`src/rtl/opl_frac_clk_en_pkg.sv`:
```
// ---------------------------------------------------------------------------
// opl_frac_clk_en_pkg
//   Shared OPL constants for the sample clock-enable generator: the
//   accumulator width, the default INC/MOD ratio, the timer sample divisors
//   and a packed {inc, mod} ratio record.
// ---------------------------------------------------------------------------
package opl_frac_clk_en_pkg;

    // Phase accumulator / ratio width. MOD must stay below 2**width.
    localparam int OPL_SAMPLE_ACC_WIDTH = 29;

    // 24.576 MHz * 715909 / 353894400 = 49.7159 kHz (494.33 clk per sample).
    localparam int unsigned OPL_SAMPLE_INC_DEFAULT = 715909;
    localparam int unsigned OPL_SAMPLE_MOD_DEFAULT = 353894400;

    // Timer tick divisors, in samples.
    localparam int OPL_TIMER1_SAMPLE_DIV = 4;
    localparam int OPL_TIMER2_SAMPLE_DIV = 16;

    // One programmable ratio.
    typedef struct packed {
        logic [OPL_SAMPLE_ACC_WIDTH-1:0] inc;
        logic [OPL_SAMPLE_ACC_WIDTH-1:0] mod;
    } clk_en_cfg_t;

endpackage

```
`src/rtl/opl_frac_clk_en_if.sv`:
```
// ---------------------------------------------------------------------------
// opl_frac_clk_en_if
//   Ratio-configuration handshake plus the generated strobes.
//   slave  : the clock-enable generator (accepts ratios, drives strobes)
//   master : the controller / consumer side
//   Signals:
//     cfg_valid/cfg_ready  ratio transfer handshake
//     cfg_inc/cfg_mod      offered ratio
//     cfg_err              one-cycle pulse for a rejected ratio
//     cfg_pending          accepted ratio waiting for its apply point
//     sample_clk_en        one-cycle sample strobe
//     tick_en              one-cycle timer tick strobes
// ---------------------------------------------------------------------------
interface opl_frac_clk_en_if
    import opl_frac_clk_en_pkg::*;
#(
    parameter int ACC_WIDTH = OPL_SAMPLE_ACC_WIDTH,
    parameter int NUM_TICKS = 2
) ();

    logic                 cfg_valid;
    logic                 cfg_ready;
    logic [ACC_WIDTH-1:0] cfg_inc;
    logic [ACC_WIDTH-1:0] cfg_mod;
    logic                 cfg_err;
    logic                 cfg_pending;
    logic                 sample_clk_en;
    logic [NUM_TICKS-1:0] tick_en;

    modport slave (
        input  cfg_valid,
        input  cfg_inc,
        input  cfg_mod,
        output cfg_ready,
        output cfg_err,
        output cfg_pending,
        output sample_clk_en,
        output tick_en
    );

    modport master (
        output cfg_valid,
        output cfg_inc,
        output cfg_mod,
        input  cfg_ready,
        input  cfg_err,
        input  cfg_pending,
        input  sample_clk_en,
        input  tick_en
    );

endinterface

```
`src/rtl/opl_frac_clk_en_tick_div.sv`:
```
// ---------------------------------------------------------------------------
// opl_tick_div
//   Modulo-DIV counter of sample strobes with a registered tick output.
//   Ports:
//     clk            audio clock
//     ic_n           asynchronous active-low reset
//     sample_clk_en  wrap indication for the current edge (pre-register)
//     tick_en        registered one-cycle tick, aligned with the registered
//                    sample strobe of the parent
// ---------------------------------------------------------------------------
module opl_tick_div #(
    parameter int DIV = 4
) (
    input  logic clk,
    input  logic ic_n,
    input  logic sample_clk_en,
    output logic tick_en
);

    // A divide-by-one still needs a 1-bit counter; it simply never leaves 0.
    localparam int            CNT_W = (DIV > 1) ? $clog2(DIV) : 1;
    localparam logic [CNT_W-1:0] LAST = CNT_W'(DIV - 1);

    logic [CNT_W-1:0] cnt_q, cnt_d;
    logic             tick_q, tick_d;

    always_comb begin
        cnt_d  = cnt_q;
        tick_d = 1'b0;
        if (sample_clk_en) begin
            if (cnt_q == LAST) begin
                cnt_d  = '0;
                tick_d = 1'b1;
            end else begin
                cnt_d = cnt_q + 1'b1;
            end
        end
    end

    always_ff @(posedge clk or negedge ic_n) begin
        if (!ic_n) begin
            cnt_q  <= '0;
            tick_q <= 1'b0;
        end else begin
            cnt_q  <= cnt_d;
            tick_q <= tick_d;
        end
    end

    assign tick_en = tick_q;

endmodule

```
`src/rtl/opl_frac_clk_en.sv`:
```
// ---------------------------------------------------------------------------
// opl_frac_clk_en
//   Fractional-N sample clock-enable generator. A phase accumulator advances
//   by INC each enabled cycle and wraps modulo MOD; every wrap produces a
//   one-cycle sample strobe, giving an exact average rate of f_clk*INC/MOD.
//   NUM_TICKS timer strobes are derived by dividing the sample strobe.
//   Ports:
//     clk     audio clock
//     ic_n    asynchronous active-low reset
//     enable  run; low freezes all state and suppresses strobes
//     bus     ratio handshake and strobe outputs (slave side)
// ---------------------------------------------------------------------------
module opl_frac_clk_en
    import opl_frac_clk_en_pkg::*;
#(
    parameter int          ACC_WIDTH   = OPL_SAMPLE_ACC_WIDTH,
    parameter int unsigned DEFAULT_INC = OPL_SAMPLE_INC_DEFAULT,
    parameter int unsigned DEFAULT_MOD = OPL_SAMPLE_MOD_DEFAULT,
    parameter int          NUM_TICKS   = 2,
    parameter int          TICK_DIV [NUM_TICKS] = '{OPL_TIMER1_SAMPLE_DIV,
                                                    OPL_TIMER2_SAMPLE_DIV}
) (
    input  logic             clk,
    input  logic             ic_n,
    input  logic             enable,
    opl_frac_clk_en_if.slave bus
);

    localparam logic [ACC_WIDTH-1:0] DEF_INC = DEFAULT_INC[ACC_WIDTH-1:0];
    localparam logic [ACC_WIDTH-1:0] DEF_MOD = DEFAULT_MOD[ACC_WIDTH-1:0];

    logic [ACC_WIDTH-1:0] acc_q, acc_d;
    logic [ACC_WIDTH-1:0] inc_q, inc_d;
    logic [ACC_WIDTH-1:0] mod_q, mod_d;
    logic [ACC_WIDTH-1:0] sh_inc_q, sh_inc_d;
    logic [ACC_WIDTH-1:0] sh_mod_q, sh_mod_d;
    logic                 pending_q, pending_d;
    logic                 sample_q, sample_d;
    logic                 err_q, err_d;

    logic [ACC_WIDTH:0]   sum;
    logic [ACC_WIDTH-1:0] sum_wrapped;
    logic                 wrap;
    logic                 apply;
    logic                 xfer;
    logic                 cfg_ok;
    logic [NUM_TICKS-1:0] tick_en_w;

    always_comb begin
        // One extra bit so acc + inc can never overflow before the compare.
        sum         = {1'b0, acc_q} + {1'b0, inc_q};
        // acc < mod and inc <= mod keep the true difference below mod, so
        // the low bits alone carry the exact result.
        sum_wrapped = sum[ACC_WIDTH-1:0] - mod_q;
        wrap        = enable && (sum >= {1'b0, mod_q});

        // Enabled: a pending ratio waits for a wrap so the current period
        // finishes on the old ratio. Disabled: nothing is running, take it now.
        apply  = pending_q && (wrap || !enable);
        xfer   = bus.cfg_valid && !pending_q;
        cfg_ok = (bus.cfg_inc != '0) && (bus.cfg_mod != '0) &&
                 (bus.cfg_inc <= bus.cfg_mod);

        acc_d     = acc_q;
        inc_d     = inc_q;
        mod_d     = mod_q;
        sh_inc_d  = sh_inc_q;
        sh_mod_d  = sh_mod_q;
        pending_d = pending_q;

        if (enable) begin
            acc_d = wrap ? sum_wrapped : sum[ACC_WIDTH-1:0];
        end

        if (apply) begin
            inc_d     = sh_inc_q;
            mod_d     = sh_mod_q;
            acc_d     = '0;
            pending_d = 1'b0;
        end

        // Transfer and apply never coincide: a transfer needs pending low.
        if (xfer && cfg_ok) begin
            sh_inc_d  = bus.cfg_inc;
            sh_mod_d  = bus.cfg_mod;
            pending_d = 1'b1;
        end

        sample_d = wrap;
        err_d    = xfer && !cfg_ok;
    end

    always_ff @(posedge clk or negedge ic_n) begin
        if (!ic_n) begin
            acc_q     <= '0;
            inc_q     <= DEF_INC;
            mod_q     <= DEF_MOD;
            sh_inc_q  <= DEF_INC;
            sh_mod_q  <= DEF_MOD;
            pending_q <= 1'b0;
            sample_q  <= 1'b0;
            err_q     <= 1'b0;
        end else begin
            acc_q     <= acc_d;
            inc_q     <= inc_d;
            mod_q     <= mod_d;
            sh_inc_q  <= sh_inc_d;
            sh_mod_q  <= sh_mod_d;
            pending_q <= pending_d;
            sample_q  <= sample_d;
            err_q     <= err_d;
        end
    end

    // Tick dividers see the unregistered wrap so their registered strobes
    // line up with the registered sample strobe.
    genvar gi;
    generate
        for (gi = 0; gi < NUM_TICKS; gi++) begin : g_tick
            opl_tick_div #(
                .DIV (TICK_DIV[gi])
            ) u_tick_div (
                .clk           (clk),
                .ic_n          (ic_n),
                .sample_clk_en (wrap),
                .tick_en       (tick_en_w[gi])
            );
        end
    endgenerate

    assign bus.cfg_ready     = !pending_q;
    assign bus.cfg_pending   = pending_q;
    assign bus.cfg_err       = err_q;
    assign bus.sample_clk_en = sample_q;
    assign bus.tick_en       = tick_en_w;

endmodule

```
`src/flat_wrapper.sv`:
```
// flat-port wrapper written by rule: the top's interface ports become plain ports
module opl_frac_clk_en_flat import opl_frac_clk_en_pkg::*;
#(
    parameter int          ACC_WIDTH   = OPL_SAMPLE_ACC_WIDTH,
    parameter int unsigned DEFAULT_INC = OPL_SAMPLE_INC_DEFAULT,
    parameter int unsigned DEFAULT_MOD = OPL_SAMPLE_MOD_DEFAULT,
    parameter int          NUM_TICKS   = 2,
    parameter int          TICK_DIV [NUM_TICKS] = '{OPL_TIMER1_SAMPLE_DIV,
                                                    OPL_TIMER2_SAMPLE_DIV}
)
  (clk, ic_n, enable, bus_cfg_valid, bus_cfg_inc, bus_cfg_mod, bus_cfg_ready, bus_cfg_err, bus_cfg_pending, bus_sample_clk_en, bus_tick_en);
  opl_frac_clk_en_if #(.ACC_WIDTH(ACC_WIDTH), .NUM_TICKS(NUM_TICKS)) bus_i ();
  input  logic clk;
  input  logic ic_n;
  input  logic enable;
  input wire logic [$bits(bus_i.cfg_valid)-1:0] bus_cfg_valid;
  input wire logic [$bits(bus_i.cfg_inc)-1:0] bus_cfg_inc;
  input wire logic [$bits(bus_i.cfg_mod)-1:0] bus_cfg_mod;
  output wire logic [$bits(bus_i.cfg_ready)-1:0] bus_cfg_ready;
  output wire logic [$bits(bus_i.cfg_err)-1:0] bus_cfg_err;
  output wire logic [$bits(bus_i.cfg_pending)-1:0] bus_cfg_pending;
  output wire logic [$bits(bus_i.sample_clk_en)-1:0] bus_sample_clk_en;
  output wire logic [$bits(bus_i.tick_en)-1:0] bus_tick_en;
  assign bus_i.cfg_valid = bus_cfg_valid;
  assign bus_i.cfg_inc = bus_cfg_inc;
  assign bus_i.cfg_mod = bus_cfg_mod;
  assign bus_cfg_ready = bus_i.cfg_ready;
  assign bus_cfg_err = bus_i.cfg_err;
  assign bus_cfg_pending = bus_i.cfg_pending;
  assign bus_sample_clk_en = bus_i.sample_clk_en;
  assign bus_tick_en = bus_i.tick_en;
  opl_frac_clk_en #(.ACC_WIDTH(ACC_WIDTH), .DEFAULT_INC(DEFAULT_INC), .DEFAULT_MOD(DEFAULT_MOD), .NUM_TICKS(NUM_TICKS), .TICK_DIV(TICK_DIV)) u_core (.clk(clk), .ic_n(ic_n), .enable(enable), .bus(bus_i));
endmodule
```
`config.mk`:
```
export PLATFORM = sky130hd
export DESIGN_NAME = opl_frac_clk_en_flat
export DESIGN_NICKNAME = d
export VERILOG_FILES = /design/src/rtl/opl_frac_clk_en_pkg.sv /design/src/rtl/opl_frac_clk_en_if.sv /design/src/rtl/opl_frac_clk_en_tick_div.sv /design/src/rtl/opl_frac_clk_en.sv /design/src/flat_wrapper.sv
export SDC_FILE = /design/constraint.sdc
export NUM_CORES = 1
export LEC_CHECK = 0
export CORE_UTILIZATION = 65
export DETAILED_ROUTE_END_ITERATION = 6
export DONT_BUFFER_PORTS = 1
export PLACE_DENSITY_LB_ADDON = 0.25
export SYNTH_ARGS = -nofsm -noshare
export SYNTH_HDL_FRONTEND = slang
export SYNTH_SLANG_ARGS = --single-unit
```
`constraint.sdc`:
```
create_clock -name clk -period 11.8 [get_ports clk]
set_clock_uncertainty 0.15 [all_clocks]
set_input_delay 3.54 -clock clk [delete_from_list [all_inputs] [get_ports clk]]
set_output_delay 3.54 -clock clk [all_outputs]
set_load 0.01 [all_outputs]
```
Word-level counts from Yosys, hierarchy flattened --
Cells that the tools add are included.
Storage, ports and cells: output and inout port bits 6, bits in writable memories 0, input bits 62, memories 0, register bits after elaboration 156, word-level logic and storage cells 46, ROM bits 0, latch bits 0
Operators by class: shifts and indexed selects 0, add/subtract/negate cells 4, mux-type cells 11, bitwise gates (word level) 0, divide/modulo/power cells 0, reduce and logical (&&, ||, !) cells 15, equality and inequality tests 2, $lt $le $gt $ge 2, $mul 0
Operator list (count):
- 29-bit two-way mux | 3
- 29-bit nonzero test | 2
- 29-bit by 29-bit adder with 30-bit output | 1
- 30-bit by 29-bit >= comparator with 1-bit output | 1
- 29-bit <= comparator | 1
- 29-bit subtractor | 1
- 1-bit logical AND | 7
- 1-bit two-way mux | 6
- 4-bit by 1-bit adder with 4-bit output, second input constant | 1
- 4-bit equality test, second input constant | 1
- 4-bit two-way mux | 1
- 2-bit nonzero test | 2
- 1-bit logical NOT | 3
- 2-bit by 1-bit adder with 2-bit output, second input constant | 1
- 2-bit equality test, second input constant | 1
- 2-bit two-way mux | 1
- 1-bit logical OR | 1

Logic depth before layout (Yosys ltp) --
Gate-level depths: netlist of run 1.
depth after elaboration 7, gate-level depth with buffers 22, mapped depth without buffers 21

Modules after synthesis --
A second synthesis of run 1 with hierarchy kept.
Second synthesis, totals: cell total of the unflattened synthesis 972, area, all modules 10207.3 sq um
By module, submodules not included:
- opl_frac_clk_en | cells each 947, area an instance 9862.0 sq um, times used 1
- opl_tick_div at u_core.g_tick[1].u_tick_div | cells each 17, area an instance 219.0 sq um, times used 1
- opl_tick_div at u_core.g_tick[0].u_tick_div | cells each 8, area an instance 126.4 sq um, times used 1

Worst setup path after synthesis of run 1 --
OpenSTA, ideal clock, no wires.
kind input port to flip-flop, from input bus_cfg_mod[1], to register u_core.sh_mod_q[21], required time 11525 ps, slack 5818 ps, arrival time 5707 ps, cell stages on the path 13, cell sequence inv_1 -> ha_1 -> nor2b_1 -> o21a_1 -> o21a_1 -> o21ai_0 -> a21oi_1 -> o211ai_1 -> and4bb_2 -> o21bai_1 -> buf_2 -> buf_2 -> mux2_2
On the way: cells in the longest elaborated chain, start to end 4, elaborated cells between the ends (all ways) 5, those cells by class order compare: 1; reduce/logical: 4
RTL lines:
- from (decl) | RTL line flat_wrapper.sv:18 | input wire logic [$bits(bus_i.cfg_mod)-1:0] bus_cfg_mod;
- branches (longest 2 deep; another with 29-bit <= comparator)
- 1-bit logical AND (*) | RTL line opl_frac_clk_en.sv:61 | cfg_ok = (bus.cfg_inc != '0) && (bus.cfg_mod != '0) &&
- 1-bit logical AND (*) | RTL line opl_frac_clk_en.sv:83 | if (xfer && cfg_ok) begin
- to (signal assigned) | RTL line opl_frac_clk_en.sv:108 | sh_mod_q <= sh_mod_d;
- to (decl) | RTL line opl_frac_clk_en.sv:36 | logic [ACC_WIDTH-1:0] sh_mod_q, sh_mod_d;
Every way passes the cells marked *. A chain may end at the register's enable or synchronous reset.

Worst setup path in the final report of run 1 --
from register u_core.acc_q[0], to register u_core.acc_q[23]
On the way: cells in the longest elaborated chain, start to end 6, elaborated cells between the ends (all ways) 10, those cells by class add/sub: 2; order compare: 1; mux: 3; reduce/logical: 4
RTL lines:
- from (decl) | RTL line opl_frac_clk_en.sv:32 | logic [ACC_WIDTH-1:0] acc_q, acc_d;
- from (signal assigned) | RTL line opl_frac_clk_en.sv:95 | acc_q <= '0;
- from (signal assigned) | RTL line opl_frac_clk_en.sv:104 | acc_q <= acc_d;
- 29-bit by 29-bit adder with 30-bit output (*) | RTL line opl_frac_clk_en.sv:51 | sum = {1'b0, acc_q} + {1'b0, inc_q};
- 30-bit by 29-bit >= comparator with 1-bit output | RTL line opl_frac_clk_en.sv:55 | wrap = enable && (sum >= {1'b0, mod_q});
- 1-bit logical AND | RTL line opl_frac_clk_en.sv:55
- 29-bit two-way mux / 1-bit logical OR (equally long branches) | RTL line opl_frac_clk_en.sv:72, opl_frac_clk_en.sv:59
- 29-bit two-way mux / 1-bit logical AND (equally long branches) | RTL line opl_frac_clk_en.sv:71, opl_frac_clk_en.sv:59
- 29-bit two-way mux / 2-bit nonzero test (equally long branches)
Mark *: on every way between the ends. The rest lies on a longest branch, timed or not. The select of a mux whose other input is x is not followed.

==> run metrics, run 1 <==
CTS tree done; worst-margin pin slew 0.9727 ns; FF+latch count, synth 156; GRT overflow 0; WP buf/inv 0; final hold viol count 0; status finished, final reports clean; CTS buffer count 17; die area 16,440 sq um; mux contribution to synthesized area 15.27%; setup_tns 0 ns; CP max-delay cell nand2b_4; Max FO, Critical Path 59; Pre-antenna DRT Iters 5; share of layout cells above drive strength 1 20.44%; maximum operating frequency 147.9 MHz; R2R cell count 20; initial drt markers 727; largest family of logic cells by synthesized area compound AO/OA/AOI/OAI gates; WP data arrival 6.95 ns; final period utilization 57.31%; die span in x 128.2 um; hold path depth 1; global-route wire length before repair 40,570 um; total vias in the final route 7,738; Max Root-Sink Buffers 2; CP Launch Type flip-flop; Final ANT Viol Nets 0; cts repair resizes 0; Main synth FF type dfrtp_1; Data required, critical path 11.99 ns; DRC violations left 0; Worst-path clk slew 0.07 ns; MaxCap Viol Count 0; Final Critical Period 6.762 ns; Tot GR Track Use 32.59%; post-route setup slack 5.038 ns; Post-synth ARST share 100.0%; starting density of the core 67.38%; Place WS 5.188 ns; Layout area overhead 6.379%; DR WL/cell 20.43 um; RSZ-0062 raised after global routing false; Post-synth EDFFs 0; H-Tree Level Count 4; XOR/XNOR Fraction of Synth Area 3.805%; Mapped Cells 1,005; syn nets 1,158; CP Class flip-flop to flip-flop; IO Port Bufs 0; # hold bufs at CTS 0; slowest cell delay on critical path 0.74 ns; Distinct cells, synth 78; Core Region 15,370 sq um; Critical Path End Type flip-flop; HPWL Detailed 18,370 um; Finish-stage setup viols 0; nets 1,148; Total Wirelength 24,900 um; CP top delay family compound AO/OA/AOI/OAI gates; antenna cells 0; most frequent cells in the layout dfrtp_1 (126), mux2_2 (96), ha_1 (89); Avg Inst Size Synth 10.31 sq um; Simple-Gate Fraction of Synth Area 10.84%; clock insertion delay at the later pin of the skew report 0.43 ns; largest net degree at the start of global routing 157; Hold Path Class flip-flop to flip-flop; # rows 45; CP Cell Sequence ha_1 -> fa_1 -> a211oi_1 -> o21ai_1 -> and3_1 -> o31a_1 -> o31ai_2 -> o21bai_1 -> and4_1 -> or3_1 -> ha_1 -> nand2_1 -> nand2_1 -> a211oi_1 -> o211ai_1 -> a311oi_1 -> o2111a_4 -> nand2b_4 -> o21ai_2 -> o31ai_1; Adder-Cell Fraction of Synth Area 11.14%; clock net sink count 156; initial antenna violation count 0; Ys Warns 0; GPL Wtd Cong 0.9257; vias per cell 6.348; vias in the first global route 7,541; postcts setup bufs 0; Rel. slew slack 35.15%; mapped cell area 10,360 sq um; DIE HEIGHT 128.2 um; max-slew violations 0; compound-cell area share of the yosys netlist 15.64%; commonest non-fill, non-tap cell in the layout dfrtp_1; register area share after synthesis 38.05%; WP depth 20; clk root buf clkbuf_16; Ports 68
[layout make-up]
cell class	instances	area, sq um
multi-input cells	731	5883
fillers	1055	4353
flip-flops and latches	156	3941
clock buffers	20	456.7
inverters	87	329.1
well taps	211	264.0
clock inverters	12	128.9
repair buffers	2	15.01
[Yosys cell counts, types with 30 or more instances]
master / number / area share, %
ha_1: 89 / 11
dfstp_2: 30 / 7.6
dfrtp_1: 126 / 30
inv_1: 86 / 3.1
o21ai_0: 44 / 2.1
a21oi_1: 51 / 2.5
mux2_2: 96 / 10
a21o_1: 37 / 2.7
xnor2_1: 30 / 2.5
nor2_1: 41 / 1.5
nand2_1: 74 / 2.7
[worst register-to-register path: stages, from the launching register on]
cell	delay [ns]
dfrtp_1	0.39
ha_1	0.24
fa_1	0.45
a211oi_1	0.27
o21ai_1	0.19
and3_1	0.22
o31a_1	0.27
o31ai_2	0.37
o21bai_1	0.21
and4_1	0.26
or3_1	0.38
ha_1	0.26
nand2_1	0.09
nand2_1	0.06
a211oi_1	0.30
o211ai_1	0.16
a311oi_1	0.43
o2111a_4	0.39
nand2b_4	0.74
o21ai_2	0.52
o31ai_1	0.35
[worst paths after layout]
kind	slack, ns	from	endpoint
hold / removal	0.33	u_core.g_tick[1].u_tick_div.cnt_q[3]	u_core.g_tick[1].u_tick_div.cnt_q[3]
min in group asynchronous	2.65	ic_n	u_core.acc_q[4]
setup / recovery	5.04	u_core.acc_q[0]	u_core.acc_q[23]
max in group asynchronous	8.54	ic_n	u_core.sh_mod_q[20]
hold reg to reg	0.33	u_core.g_tick[1].u_tick_div.cnt_q[3]	u_core.g_tick[1].u_tick_div.cnt_q[3]
setup reg to reg	5.04	u_core.acc_q[0]	u_core.acc_q[23]
[kinds of logic (layout without fill, tap and decap cells)]
family                   count (synthesis)  after routing
AO/OA/AOI/OAI                          236            236
AND/OR/NAND/NOR                        223            223
multiplexers                           136            136
buffers and inverters                  118            121
XOR/XNOR                                45             45
flip-flops                             156            156
adder cells (fa/ha/maj)                 91             91
[state kept, by name, summed over array words and instances, names as in the netlist]
signal and count:
u_core.acc_q 29, u_core.inc_q 29, u_core.mod_q 29, u_core.sh_inc_q 29, u_core.sh_mod_q 29, u_core.g_tick.u_tick_div.cnt_q 6
u_core.g_tick.u_tick_div.tick_en 2, u_core.bus.cfg_err 1, u_core.bus.cfg_pending 1, u_core.bus.sample_clk_en 1
[per-layer routing]
layer,GRT usage [%],part of all wire (%),vias to the layer above
met5,0,0,-
met4,11.35,2.5,0
met3,5.634,6.5,36
met2,48.74,43,330
met1,47.72,48,3755
li1,-,-,3617
[stage by stage]
| step | cells | utilization (%) | cell area (sq um) | hold slack (ns) |
|---|---|---|---|---|
| after floorplan | 1005 | - | 10360 | 0.2998 |
| after global placement | 1187 | 67.87 | 10430 | 0.3127 |
| after detailed placement | 1187 | 67.87 | 10430 | 0.3252 |
| after CTS | 1219 | 71.68 | 11020 | 0.3400 |
| after global routing | 1219 | 71.68 | 11020 | 0.3715 |
| final | 1219 | 71.68 | 11020 | 0.3310 |
Power of run 1 is left out: the tool's default activity adds up to more than one toggle a clock period on the data nets, which glitch-free logic cannot reach.
==> run 2, diff against run 1 <==
Settings changed: CORE_UTILIZATION 65 to 59.
Clock period 11.8 ns to 5.7 ns, I/O delays scaled along.
==> run 2 against run 1 <==
  * Sequential cell count did not move
  * Via count down 1.3%
  * Die area grew 10%
  * Critical path depth did not move
  * Largest cell class unchanged
  * Critical path type unchanged
  * Cell area grew 1.6%
==> run metrics, run 2 (synthesized netlist as in run 1, its figures left out) <==
Max FO, Critical Path 29; initial drt markers 577; Finish-stage setup viols 0; Critical Path End Type flip-flop; final period utilization 95.21%; Core Region 17,240 sq um; final hold viol count 0; status finished, final reports clean; DRC violations left 0; nets 1,156; GPL Wtd Cong 0.9404; GRT overflow 0; Hold Path Class flip-flop to flip-flop; hold path depth 2; RSZ-0062 raised after global routing false; HPWL Detailed 18,260 um; total vias in the final route 7,638; IO Port Bufs 0; Rel. slew slack 55.29%; CTS tree done; Total Wirelength 25,010 um; initial antenna violation count 0; # rows 48; Final ANT Viol Nets 0; commonest non-fill, non-tap cell in the layout dfrtp_1; die area 18,090 sq um; H-Tree Level Count 4; DR WL/cell 20.16 um; setup_tns 0 ns; fin util 64.92%; DIE HEIGHT 134.5 um; Worst-path clk slew 0.07 ns; postcts setup bufs 0; cts repair resizes 0; clk root buf clkbuf_16; CP Class flip-flop to flip-flop; Final Critical Period 5.427 ns; largest net degree at the start of global routing 157; die span in x 134.5 um; starting density of the core 60.09%; CP Launch Type flip-flop; clock net sink count 156; Filler Cells Inserted 1,309; # hold bufs at CTS 0; maximum operating frequency 184.3 MHz; Ports 68; clock insertion delay at the later pin of the skew report 0.43 ns; most frequent cells in the layout dfrtp_1 (126), mux2_2 (96), ha_1 (89); MaxCap Viol Count 0; R2R cell count 20; Tot GR Track Use 28.61%; Data required, critical path 5.86 ns; Pre-antenna DRT Iters 7; vias in the first global route 7,389; antenna cells 0; Max Root-Sink Buffers 2; Layout area overhead 8.034%; CTS buffer count 17; WP data arrival 5.59 ns; global-route wire length before repair 39,600 um; share of layout cells above drive strength 1 21.16%; max-slew violations 0; vias per cell 6.155; worst-margin pin slew 0.6645 ns
==> run 2: changes by cell type in the layout (fill, tap and decap cells not counted), sizes merged <==
cell,delta
buf,+7
bufinv,+1
clkbuf,-1
clkinv,-2
clkinvlp,-1
inv,+4
==> run 2: path summary, 6_finish.rpt <==
kind                                                           start                                    to  slack, ns
worst min-delay path            u_core.g_tick[0].u_tick_div.cnt_q[1]  u_core.g_tick[0].u_tick_div.cnt_q[1]       0.34
min in group asynchronous                                       ic_n  u_core.g_tick[1].u_tick_div.cnt_q[1]       0.82
max in group asynchronous                                       ic_n                      u_core.mod_q[28]       4.27
worst max register to register                       u_core.acc_q[0]                      u_core.mod_q[25]       0.27
worst min register to register  u_core.g_tick[0].u_tick_div.cnt_q[1]  u_core.g_tick[0].u_tick_div.cnt_q[1]       0.34
worst max-delay path                                 u_core.acc_q[0]                      u_core.mod_q[25]       0.27
==> run 2: routing by layer <==
metal | GRT usage [%] | wire length, um | vias up
met2 | 41.36 | 10560 | 281
met5 | 0 | 0 | -
li1 | - | - | 3635
met4 | 10.55 | 749 | 0
met1 | 42.78 | 12000 | 3675
met3 | 5.105 | 1707 | 47
==> run 2: area by class of cell <==
cell class,count,area [sq um],area share [%]
Sequential cell,156,3941,35.22
Clock buffer,18,429.2,3.835
Clock inverter,14,175.2,1.565
Timing Repair Buffer,10,125.1,1.118
Inverter,87,331.6,2.963
Multi-Input combinational cell,731,5906,52.78
Tap cell,225,281.5,2.516
==> run 2: stage by stage <==
stage	hold WS (ns)	setup slack, ns	area (sq um)	std cells
after global placement	0.3155	0.2486	10530	1208
after global routing	0.3700	0.02051	11190	1241
final	0.3382	0.2732	11190	1241
after floorplan	0.2998	0.5288	10360	1005
after CTS	0.3379	0.08979	11130	1240
after detailed placement	0.3201	0.1324	10530	1208
==> run 2: critical path: stages, from the launching register on <==
cell and delay, ns:
dfrtp_1 0.39, ha_1 0.22, fa_1 0.43, a211oi_1 0.22, o21ai_1 0.12, and3_1 0.18
o31a_1 0.31, o31ai_4 0.31, o21bai_1 0.18, and4_1 0.24, or3_1 0.35, ha_1 0.25
nand2_1 0.09, nand2_1 0.05, a211oi_1 0.25, o211ai_1 0.16, a311oi_2 0.33, o2111a_4 0.27
nand2b_4 0.19, clkbuf_16 0.28, mux2_4 0.33
Power of run 2 is left out for the same reason.
==> run 3, diff against run 2 <==
Settings changed: TNS_END_PERCENT set to 30.
==> results of run 3 <==
Same layout as run 2: the final DEF is identical, and so are final timing and power.
Power of run 3 is left out for the same reason.
